File: src/rtl/ram_loader.sv
// ram_loader: boot-time loader that parses a framed byte stream and writes its payload into RAM,
// holding the CPU in reset until the frame checksum has been verified.
`default_nettype none

module ram_loader #(
   parameter int TIMEOUT = 1000000,
   parameter int TO_W    = 20
) (
   input  logic        clk,
   input  logic        RES,
   input  logic        rx_valid,
   input  logic [7:0]  rx_data,
   output logic        RW,
   output logic [15:0] AD,
   output logic [7:0]  D_out,
   output logic        cpu_hold,
   output logic        done,
   output logic        err
);

   typedef enum logic [2:0] {
      S_ADDR_LO = 3'd0,
      S_ADDR_HI = 3'd1,
      S_LEN_LO  = 3'd2,
      S_LEN_HI  = 3'd3,
      S_DATA    = 3'd4,
      S_CSUM    = 3'd5,
      S_DONE    = 3'd6,
      S_ERR     = 3'd7
   } state_t;

   localparam logic [TO_W-1:0] TO_LIM = TO_W'(TIMEOUT);

   state_t          state_q;
   logic [15:0]     wr_addr_q;
   logic [15:0]     len_q;
   logic [7:0]      sum_q;
   logic [TO_W-1:0] to_q;
   logic            rw_q;
   logic [15:0]     ad_q;
   logic [7:0]      dout_q;
   logic            hold_q;
   logic            done_q;
   logic            err_q;

   logic            in_frame;
   logic            to_expire;
   logic [15:0]     len_full;

   // Only the mid-frame states are subject to the inter-byte timeout.
   assign in_frame  = (state_q != S_ADDR_LO) && (state_q != S_DONE) && (state_q != S_ERR);
   assign to_expire = (TIMEOUT != 0) && in_frame && !rx_valid && ((to_q + 1'b1) == TO_LIM);
   assign len_full  = {rx_data, len_q[7:0]};

   always_ff @(posedge clk) begin
      if (!RES) begin
         state_q   <= S_ADDR_LO;
         wr_addr_q <= '0;
         len_q     <= '0;
         sum_q     <= '0;
         to_q      <= '0;
         rw_q      <= 1'b1;
         ad_q      <= '0;
         dout_q    <= '0;
         hold_q    <= 1'b1;
         done_q    <= 1'b0;
         err_q     <= 1'b0;
      end else begin
         rw_q <= 1'b1;
         if (in_frame && (TIMEOUT != 0)) begin
            to_q <= rx_valid ? '0 : to_q + 1'b1;
         end

         if (to_expire) begin
            // Resync to frame start; anything already written stays in RAM.
            state_q <= S_ADDR_LO;
            sum_q   <= '0;
            len_q   <= '0;
            to_q    <= '0;
         end else if (rx_valid) begin
            case (state_q)
               S_ADDR_LO: begin
                  wr_addr_q[7:0] <= rx_data;
                  sum_q          <= '0;
                  state_q        <= S_ADDR_HI;
               end
               S_ADDR_HI: begin
                  wr_addr_q[15:8] <= rx_data;
                  state_q         <= S_LEN_LO;
               end
               S_LEN_LO: begin
                  len_q   <= {8'h00, rx_data};
                  state_q <= S_LEN_HI;
               end
               S_LEN_HI: begin
                  len_q   <= len_full;
                  state_q <= (len_full == 16'd0) ? S_CSUM : S_DATA;
               end
               S_DATA: begin
                  rw_q      <= 1'b0;
                  ad_q      <= wr_addr_q;
                  dout_q    <= rx_data;
                  wr_addr_q <= wr_addr_q + 16'd1;
                  sum_q     <= sum_q + rx_data;
                  len_q     <= len_q - 16'd1;
                  if (len_q == 16'd1) begin
                     state_q <= S_CSUM;
                  end
               end
               S_CSUM: begin
                  if (rx_data == sum_q) begin
                     state_q <= S_DONE;
                     done_q  <= 1'b1;
                     hold_q  <= 1'b0;
                  end else begin
                     state_q <= S_ERR;
                     err_q   <= 1'b1;
                  end
               end
               default: ;
            endcase
         end
      end
   end

   assign RW       = rw_q;
   assign AD       = ad_q;
   assign D_out    = dout_q;
   assign cpu_hold = hold_q;
   assign done     = done_q;
   assign err      = err_q;

endmodule

`default_nettype wire
File: config.mk
export PLATFORM = sky130hd
export DESIGN_NAME = ram_loader
export DESIGN_NICKNAME = d
export VERILOG_FILES = /design/src/rtl/ram_loader.sv
export SDC_FILE = /design/constraint.sdc
export NUM_CORES = 1
export LEC_CHECK = 0
export CAP_MARGIN = 10
export CORE_MARGIN = 3
export CORE_UTILIZATION = 40
export CTS_CLUSTER_SIZE = 30
export DETAILED_ROUTE_END_ITERATION = 12
export GPL_TIMING_DRIVEN = 0
export PLACE_DENSITY = 0.62
export SYNTH_ARGS = -nofsm -noshare
export SYNTH_HDL_FRONTEND = slang
export SYNTH_SLANG_ARGS = --single-unit
export TNS_END_PERCENT = 1
File: constraint.sdc
create_clock -name clk -period 3.05 [get_ports clk]
set_input_delay 0.305 -clock clk [delete_from_list [all_inputs] [get_ports clk]]
set_output_delay 0.305 -clock clk [all_outputs]
set_load 0.01 [all_outputs]
==> reports/metrics.cfg, run 1 <==
[run_status]
outcome=complete, no violations

[die]
die_area_um2=14020
start_util=0.4155
die_h_um=118.4
row_count=40
die-width_um=118.4
io_pins=39
design.core.area_um2=12160

[power]
p_leak_uw=0.002049
finalPower_uw=2681
ir_worst_vdd_uv=306.0
power.density_nw_per_um2=451.0

[synth]
synthCells=677
ys_warn_count=0
yosys.area.top_type=dfxtp_1
avgSynthCellArea_um2=7.465
synth_async_sr_flop_share=0
synth-seq-cells=91
syn_nets=702
yosys_most_used_dff=dfxtp_1
yosysSeqAreaShare=0.3605
synthTopCellsByCount=96 x nand2_1, 92 x a21oi_1, 91 x dfxtp_1
yosys-top-cells-area=dfxtp_1 36%, a21oi_1 9.1%, nand2_1 7.1%
synth.most_common_cell=nand2_1
synth_top_area_share=0.3605
synth_cell_types=63
syn_area_um2=5054
synth_edf_count=0

[setup_path]
r2r-start=state_q[2]
path_max_fanout=10
reg2reg_depth=6
cp.arrival_ps=3070
cp-start-kind=flop
timing_worst_setup_path_type=reg2reg
required_ps=3320
crit_path_end_kind=flop
timing.rr.end=wr_addr_q[10]
reg2reg_slack_ps=240

[final_layout]
final-seq-area_um2=1822
nets=752
final_cells=900
drive_gt1_frac=0.05328
fill_cells=1236
multi_input_area_um2=3004
final_util=0.4889
diodes=0
syn_to_final_growth_pct=17.65

[drt]
dr.first_iter.drc_count=493
ant_nets=0
firstDrtPassIters=5
dr_total_vias=5129
drcViolationCount=0
wl_per_cell_um=16.78
routed_wl_mm=15.10
via_per_inst=5.699

[timing]
finalClockSkew_ps=9.521
fmax_mhz=356.3
tns_ps=0
fin_crit_ps=2806
rsz0062_at_grt=no
drv_slew=0
setup_viol=0
worst_pin_slew_ps=1181
slew_headroom=0.2054
final_hold_viol_count=0
post-route-period-util=0.9202
whs_ps=454.4

[clocking]
cts_made_buffers=9
clkSinkCount=91
cts_tree=done
clk_pin_slew_ps=70
cts_max_level=3
clock_latency_ps=360
cts-root-buf=clkbuf_16
cts_buffer_depth=2
cts_hold_buf=0

[grt]
antenna_found_initial=0
grt_pass1_wl_mm=24.78
grt_max_degree=17
grt_usage=0.2173
grt_overflow=0
grt_pass1_vias=4879

[placed_design]
hpwl_mm=10.79
port_buffers=36
dp.cells=881
gp_congestion=0.9203

[hold_path]
hold_path_depth=3
min_to=D_out[7]
hp-start=rx_data[7]
hold_path_class=in2reg

[run]
maxCapViolations=0

-- report_power, final --
| part | internal (µW) | total, µW | switching, µW |
|---|---|---|---|
| logic | 96.0 | 288 | 192 |
| registers | 1210 | 1240 | 28.1 |
| clock network | 640 | 1150 | 515 |
| total | 1950 | 2680 | 735 |
-- placed cells by master, fill, tap and decap left out, types with 9 or more instances in the layout --
cell             netlist  final
clkbuf_16              0      9
clkdlybuf4s50_1        0     36
nand4_1               15     15
ha_1                  13     13
nand2_1               96     96
inv_1                 10     10
dfxtp_1               91     91
nor4_1                 9      9
a21oi_1               92     92
o21ai_0               49     49
nor3_1                27     27
a31oi_1               10     10
nand3_1               20     20
nor2_1                72     72
clkbuf_1              33     33
-- worst max-delay path: stages (launching register included) --
cell      delay, ps
dfxtp_1         330
clkbuf_1        340
nor3b_1         580
clkbuf_1        470
clkbuf_1        530
o32ai_1         200
a211oi_1        270
-- area by class of cell --
class | count | area share
multi-input combinational | 533 | 0.5053
sequential | 91 | 0.3064
timing repair buffer | 39 | 0.06439
clock buffer | 9 | 0.03788
tap | 168 | 0.03535
buffer | 43 | 0.03199
clock inverter | 7 | 0.01242
inverter | 10 | 0.006313
-- timing repair --
item                       4_1_cts  5_1_grt
buffers inserted                 0        3
setup endpoints to repair        0       30
gates resized for setup          0        0
-- worst max path at each step --
| stage | start | endpoint | slack [ps] |
|---|---|---|---|
| floorplan | to_q[0] | len_q[12] | 720 |
| global placement | to_q[0] | len_q[12] | 180 |
| detailed placement | rx_data[2] | sum_q[7] | 130 |
| CTS | to_q[0] | len_q[12] | 120 |
| global route | state_q[2] | wr_addr_q[10] | 30 |
| finish | state_q[2] | wr_addr_q[10] | 240 |
-- stage by stage --
stage          instance area (µm²)  setup WS, ps
2_1_floorplan                 5054         722.8
4_1_cts                       5923         121.2
6_report                      5946         243.5
5_1_grt                       5946         28.43
3_5_place_dp                  5624         132.3
3_3_place_gp                  5624         176.9
-- logic make-up after synthesis --
family,share of synthesized area
adder cells (fa/ha/maj),0.03615
buffers and inverters,0.04506
flip-flops,0.3605
AND/OR/NAND/NOR,0.2832
AO/OA/AOI/OAI,0.2498
multiplexers,0.007923
XOR/XNOR,0.01733
-- per-layer routing --
metal  share of wire  global-route usage  routed length (µm)
met2            0.47              0.3501                7083
met3           0.052             0.04306                 782
met4           0.019             0.08182                 290
met1            0.46              0.2881                6948
met5               0                   0                   0
-- registers in the layout, summed over array words and instances, names as in the netlist --
name / count
wr_addr_q: 16
err: 1
to_q: 20
AD: 16
D_out: 8
cpu_hold: 1
len_q: 16
state_q: 3
RW: 1
done: 1
sum_q: 8
No activity file was read; power rests on OpenSTA's default activity.
==> inputs of run 2 (changes only) <==
Settings changed: PLACE_DENSITY 0.62 to unset, PLACE_DENSITY_LB_ADDON set to 0.2.
==> run 2 against run 1 <==
Against the previous run:
- setup slack lost 14 ps
- critical path depth is 2 higher
- die area stayed put
- first-iteration DRC count rose by 22%
- count of clock-buffer cells in the layout unchanged
- power hardly changed
- global-route usage decreased by 0.88 points
- cell count down 0.33%
- flip-flop and latch count did not move
- worst hold slack worse by 5.4 ps
- clock power about the same
- critical endpoint is now len_q[12]
- largest cell class unchanged
- largest power group unchanged
==> reports/metrics.cfg, run 2 (synthesis gave the netlist of run 1 again) <==
[clocking]
cts-root-buf=clkbuf_16
clkSinkCount=91  ; unchanged
clk_pin_slew_ps=70  ; about the same
cts_tree=done
cts_max_level=3  ; unchanged
cts_made_buffers=9  ; unchanged
cts_buffer_depth=2  ; unchanged
cts_setup_buffers=0  ; unchanged
clock_latency_ps=350  ; about the same
cts_resized=0  ; unchanged
cts_hold_buf=0  ; unchanged

[timing]
worst_pin_slew_ps=1062  ; -119.1 ps
final_hold_viol_count=0  ; unchanged
tns_ps=0  ; unchanged
drv_slew=0  ; unchanged
post-route-period-util=0.9246  ; +0.004432
finalClockSkew_ps=12.93  ; +3.411 ps
slew_headroom=0.2856  ; +0.08015
fin_crit_ps=2820  ; +13.52 ps
fmax_mhz=354.6  ; -0.48%
setup_viol=0  ; unchanged
rsz0062_at_grt=no

[final_layout]
max_flop_register=to_q
diodes=0  ; unchanged
largest_reg_flops=20  ; unchanged
final_util=0.4871  ; -0.001749
nets=749  ; -0.40%
syn_to_final_growth_pct=17.23
layout_commonest_cell=nand2_1
final_cell_mix=96 x nand2_1, 92 x a21oi_1, 91 x dfxtp_1, 72 x nor2_1, 49 x o21ai_0
drive_gt1_frac=0.04938  ; -0.003896

[hold_path]
hold_path_class=in2reg

[grt]
grt_pass1_wl_mm=24.08  ; -2.8%
grt_usage=0.2084  ; -0.008839
grt_max_degree=17  ; unchanged
grt_overflow=0  ; unchanged
grt_pass1_vias=4826  ; -1.1%
antenna_found_initial=0  ; unchanged

[drt]
wl_per_cell_um=16.41  ; -2.2%
ant_nets=0  ; unchanged
dr.first_iter.drc_count=601  ; +22%
firstDrtPassIters=5  ; unchanged
routed_wl_mm=14.72  ; -2.5%
via_per_inst=5.773  ; +1.3%
dr_total_vias=5178  ; +0.96%
drcViolationCount=0  ; unchanged

[setup_path]
cp-start-kind=flop
required_ps=3280  ; -40 ps
timing_worst_setup_path_type=reg2reg
crit_path_end_kind=flop
cp.arrival_ps=3050  ; -20 ps
path_max_fanout=10  ; unchanged

[run]
maxCapViolations=0  ; unchanged

[die]
start_util=0.4155  ; unchanged
die_area_um2=14020  ; unchanged
design.core.area_um2=12160  ; unchanged
die_h_um=118.4  ; unchanged
io_pins=39  ; unchanged
die-width_um=118.4  ; unchanged
row_count=40  ; unchanged

[power]
ir_worst_vdd_uv=233.8  ; -24%
power.density_nw_per_um2=452.7  ; +0.39%
p_leak_uw=0.002032  ; -0.82%

[placed_design]
hpwl_mm=10.58  ; -2.0%
gp_congestion=0.8894  ; -3.4%
port_buffers=36  ; unchanged

[run_status]
outcome=complete, no violations

run 2: final timing paths:
path	from	end	slack, ps	cells after the start
hold / removal	rx_data[7]	D_out[7]	450	3
setup / recovery	to_q[0]	len_q[12]	230	8
setup reg to reg	to_q[0]	len_q[12]	230	8
hold reg to reg	AD[11]	AD[11]	450	2
run 2: where the power goes:
group | leakage, µW | internal (µW) | switching (µW)
sequential | 0.000736 | 1210 | 28.6
combinational | 0.00115 | 93.4 | 189
clock | 0.000144 | 641 | 519
total | 0.00203 | 1950 | 737
run 2: per-layer routing:
metal / global-route usage / wire length, µm / vias to the layer above
met5: 0 / 0 / -
met4: 0.07676 / 252 / 0
met1: 0.2886 / 7010 / 2456
li1: - / - / 2539
met3: 0.03014 / 690 / 21
met2: 0.3305 / 6769 / 162
run 2: critical path, stage by stage, from the launching register on:
cell and delay [ps]:
dfxtp_1 450, ha_1 310, nand3_2 220, nor4_4 450, xor2_1 200, nand4_1 140, o41ai_4 600, buf_6 240
nor2_1 60
run 2: area by class of cell:
type | count | area, µm²
Buffer | 43 | 190.2
Clock inverter | 7 | 75.07
Multi-Input combinational cell | 533 | 3004
Tap cell | 168 | 210.2
Sequential cell | 91 | 1822
Timing Repair Buffer | 36 | 360.3
Clock buffer | 9 | 225.2
Inverter | 10 | 37.54
Fill cell | 1221 | 6237
run 2: stage by stage:
| step | cells | total power (µW) | area, µm² | worst slack [ps] | hold WS, ps |
|---|---|---|---|---|---|
| 5_1_grt | 897 | 2775 | 5924 | 58.28 | 452.8 |
| 6_report | 897 | 2682 | 5924 | 230.0 | 449.0 |
| 3_5_place_dp | 881 | 1541 | 5624 | 246.7 | 449.7 |
| 2_1_floorplan | 677 | 1445 | 5054 | 722.8 | 433.0 |
| 3_3_place_gp | 881 | 1535 | 5624 | 263.9 | 441.0 |
| 4_1_cts | 897 | 2680 | 5924 | 233.0 | 427.9 |
==> patch 1 (settings of run 2) <==
Change the parameter `TO_W` from 20 to 18.
--- a/src/rtl/ram_loader.sv
+++ b/src/rtl/ram_loader.sv
@@ -5,5 +5,5 @@
 module ram_loader #(
    parameter int TIMEOUT = 1000000,
-   parameter int TO_W    = 20
+   parameter int TO_W    = 18
 ) (
    input  logic        clk,
Formal check against the unedited RTL: same outputs for any inputs over 4 cycles, from zero or initial values; that may be too few to reach the edited logic, so the function may still have changed.
==> patch 1 against run 2 <==
- sequential cell count decreased by 2
- highest routed layer unchanged
- final area is 2.4% lower
- largest power group unchanged
- synthesized area shrank 2.6%
- routed wire length decreased by 3.4%
- critical endpoint is now to_q[13]
- setup slack got worse by 0.0024 ns
- total power is 2.2% lower
- critical path depth rose by 1
==> patch 1: results <==
set metrics [dict create \
    result_of_the_run "finished clean" \
    crit_slowest_cell "sky130_fd_sc_hd__o41ai_4" \
    seq_power_share 0.460 \
    post_synth_mux_area_share 0.002033 \
    crit_family "compound AO/OA/AOI/OAI gates" \
    count_of_unique_library_cells_instantiated_by_yosys 53 \
    drive_gt1_frac 0.07528 \
    hold-path-cell-count 2 \
    syn_avg_cell_area_sq_um 7.553 \
    net_load_switching_power_uw 671.8 \
    clock_tree.htree_level_count 3 \
    via_per_inst 5.825 \
    dpl.cell_count 831 \
    final_nets 723 \
    dp_slack_ns 0.1720 \
    worst_r2r_path_depth 9 \
    synth_nets 676 \
    place.detailed.hpwl_microns 10010 \
    vias 4934 \
    detail_route.iter0.violations 430 \
    powerSeq_uw 1210 \
    place_area_sq_um 5464 \
    vias_in_the_first_global_route 4662 \
    static-leakage-power_uw 0.001951 \
    wire_length_of_the_first_global_routing_pass_microns 23600 \
    crit_path_max_incr_delay_ns 0.65 \
    crit_path_end "to_q[13]" \
    clkTransAtPathRegs_ns 0.07 \
    synth.top_cells.by_count "sky130_fd_sc_hd__nand2_1, sky130_fd_sc_hd__dfxtp_1, sky130_fd_sc_hd__nor2_1" \
    globalplace.congestion 0.8884 \
    synth_seq_area_share 0.3618 \
    avgRoutedWirePerCell_microns 16.80 \
    post_synth_fa_ha_maj_area_fraction 0.03455 \
    final.setup_skew_ns 0.01394 \
    io_buffer_count 36 \
    synth-compound-area-share 0.2668 \
    grt_antenna_before_repair 0 \
    min-delay-start "RES" \
    grt_start_max_net_pins 16 \
    largest_register_ffs 18 \
    maxSlewHeadroom 0.2125 \
    synth.area.top_cells "sky130_fd_sc_hd__dfxtp_1, sky130_fd_sc_hd__nand2_1, sky130_fd_sc_hd__a21oi_1, sky130_fd_sc_hd__nor2_1, sky130_fd_sc_hd__o21ai_0" \
    critical_path.max_fanout 10 \
    number_of_cts_inserted_buffers 9 \
    synthXorXnorAreaFrac 0.02312 \
    power_frac_clock 0.445 \
    grtUsageTotal 0.2171 \
    worst_hold_path.endpoint "RW" \
    worst_hold_slack_ns 0.3994 \
    vdd_drop_max_mv 0.2542 \
    final_period_minus_worst_setup_slack_ns 2.822 \
    clockRootBuffer "sky130_fd_sc_hd__clkbuf_16" \
]
patch 1: cell count changes in the layout (fill, tap and decap cells not counted), moves of 6 or more:
cell	change
sky130_fd_sc_hd__a21oi_1	-33
sky130_fd_sc_hd__a21oi_2	+20
sky130_fd_sc_hd__a31oi_1	+6
sky130_fd_sc_hd__and3_1	+10
sky130_fd_sc_hd__nand2_1	+12
sky130_fd_sc_hd__nand2b_1	-6
sky130_fd_sc_hd__nand4_1	-7
sky130_fd_sc_hd__nor3_1	-12
patch 1: metal layers:
metal  track usage  routed length, microns  vias to the layer above
li1              -                       -                     2429
met1        0.2942                    6675                     2307
met2        0.3462                    6479                      167
met3       0.04216                     810                       31
met4       0.07492                     261                        0
met5             0                       0                        -
patch 1: cell type report:
cell class                      count  area (sq um)
Fill cell                        1156          5927
Multi-Input combinational cell    513          2914
Sequential cell                    89          1782
Timing Repair Buffer               36         360.3
Clock buffer                       11         252.7
Buffer                             43         209.0
Tap cell                          143         178.9
Clock inverter                      5         61.31
Inverter                            7         26.28
==> patch 2 (flow settings as in run 2) <==
Made on the original files. The 8 states of `state_t` get a Gray code encoding in 3 bits.
--- a/src/rtl/ram_loader.sv
+++ b/src/rtl/ram_loader.sv
@@ -20,12 +20,12 @@
 
    typedef enum logic [2:0] {
-      S_ADDR_LO = 3'd0,
-      S_ADDR_HI = 3'd1,
-      S_LEN_LO  = 3'd2,
-      S_LEN_HI  = 3'd3,
-      S_DATA    = 3'd4,
-      S_CSUM    = 3'd5,
-      S_DONE    = 3'd6,
-      S_ERR     = 3'd7
+      S_ADDR_LO = 3'b000,
+      S_ADDR_HI = 3'b001,
+      S_LEN_LO  = 3'b011,
+      S_LEN_HI  = 3'b010,
+      S_DATA    = 3'b110,
+      S_CSUM    = 3'b111,
+      S_DONE    = 3'b101,
+      S_ERR     = 3'b100
    } state_t;
 
Behaviour: no difference found for any inputs over 4 cycles, from zero or initial values; so few cycles prove little.
==> patch 2 against run 2 <==
- critical path type unchanged
- largest cell class unchanged
- fmax shrank 1.3%
- clock power shrank 14%
- critical path depth grew 1
- critical endpoint is now to_q[11]
- utilization grew 0.15 points
- synthesized area grew 1.7%
- final area grew 1.1%
- total power shrank 5.9%
- routed wire length grew 0.61%
- setup slack lost 0.036 ns
- highest routed layer unchanged
- die area grew 1.6%
- final cell count shrank 2.5%
- sequential cell count is the same
==> patch 2: results <==
set metrics [dict create \
    final.fill_count 1199 \
    synth_nets 680 \
    grt_util_met2 0.3282 \
    actual_slew_at_the_worst_max_slew_pin_ns 0.8727 \
    final_nets 729 \
    regToRegEndpoint "to_q[11]" \
    drive_gt1_frac 0.06789 \
    place.detailed.hpwl_microns 10340 \
    crit_slowest_cell "sky130_fd_sc_hd__dfxtp_1" \
    result_of_the_run "finished clean" \
    n_multi_input_combinational_cell 508 \
    globalplace.congestion 0.9001 \
    detail_route.iter0.violations 426 \
    crit_path_max_incr_delay_ns 0.54 \
    share_of_final_layout_cell_area_taken_by_non_clock_buffers 0.09835 \
    wire_length_of_the_first_global_routing_pass_microns 24560 \
    worst_r2r_path_depth 9 \
    synth_seq_area_share 0.3545 \
    via_per_inst 5.749 \
    grtUsageTotal 0.2108 \
    count_of_unique_library_cells_instantiated_by_yosys 62 \
    reg2reg_setup_slack_ns 0.19 \
    multiInputGateArea_sq_um 3083 \
    coreArea_sq_um 12260 \
    static-leakage-power_uw 0.002113 \
    total_of_plain_and_repair_buffers_excluding_clock_buffers 84 \
    final.setup_skew_ns 0.009858 \
    grt_start_max_net_pins 14 \
    place_area_sq_um 5709 \
    avgRoutedWirePerCell_microns 16.93 \
    synth.area.top_cells "sky130_fd_sc_hd__dfxtp_1, sky130_fd_sc_hd__nor2_1, sky130_fd_sc_hd__nand2_1, sky130_fd_sc_hd__a21oi_1, sky130_fd_sc_hd__o21ai_0" \
    dp_slack_ns -0.3539 \
    post_synth_inst_count 655 \
]
patch 2: cell count changes after synthesis, sizes merged, moves of 8 or more:
cell / delta
nand2: -17
a21oi: -36
a22oi: +8
nor2: +10
a21boi: +25
patch 2: how the worst min path moves through the flow:
stage / from / slack, ns / cells past startpoint / to
2_1_floorplan: wr_addr_q[11] / 0.45 / 2 / AD[11]
3_3_place_gp: err / 0.45 / 1 / err
3_5_place_dp: err / 0.46 / 1 / err
4_1_cts: rx_data[7] / 0.46 / 3 / D_out[7]
5_1_grt: err / 0.48 / 1 / err
6_report: rx_data[7] / 0.46 / 3 / D_out[7]
patch 2: cells by family (layout without fill, tap and decap cells):
family                   Yosys count  in the layout  share of synthesized area
AO/OA/AOI/OAI                    202            202                     0.2666
buffers and inverters             56            108                    0.04797
AND/OR/NAND/NOR                  268            268                     0.2540
XOR/XNOR                          22             22                    0.03750
flip-flops                        91             91                     0.3545
adder cells (fa/ha/maj)           14             14                    0.03555
multiplexers                       2              2                   0.003896
patch 2: report_power, final:
| part | total [uW] | leakage [uW] | internal [uW] | switching (uW) |
|---|---|---|---|---|
| logic | 278 | 0.00126 | 101 | 177 |
| registers | 1240 | 0.000736 | 1210 | 30.0 |
| clock network | 1000 | 0.000121 | 541 | 461 |
| total | 2520 | 0.00211 | 1850 | 669 |
patch 2: routing by layer:
metal	up-vias	routed length [microns]
met5	-	0
met4	0	181
met3	18	1086
met2	193	6671
met1	2356	6873
li1	2463	-
patch 2: repair_timing:
action,CTS,global route
gates resized for setup,0,3
pin swaps,1,0
gates cloned,0,0
setup endpoints to repair,46,49
setup buffers,3,0
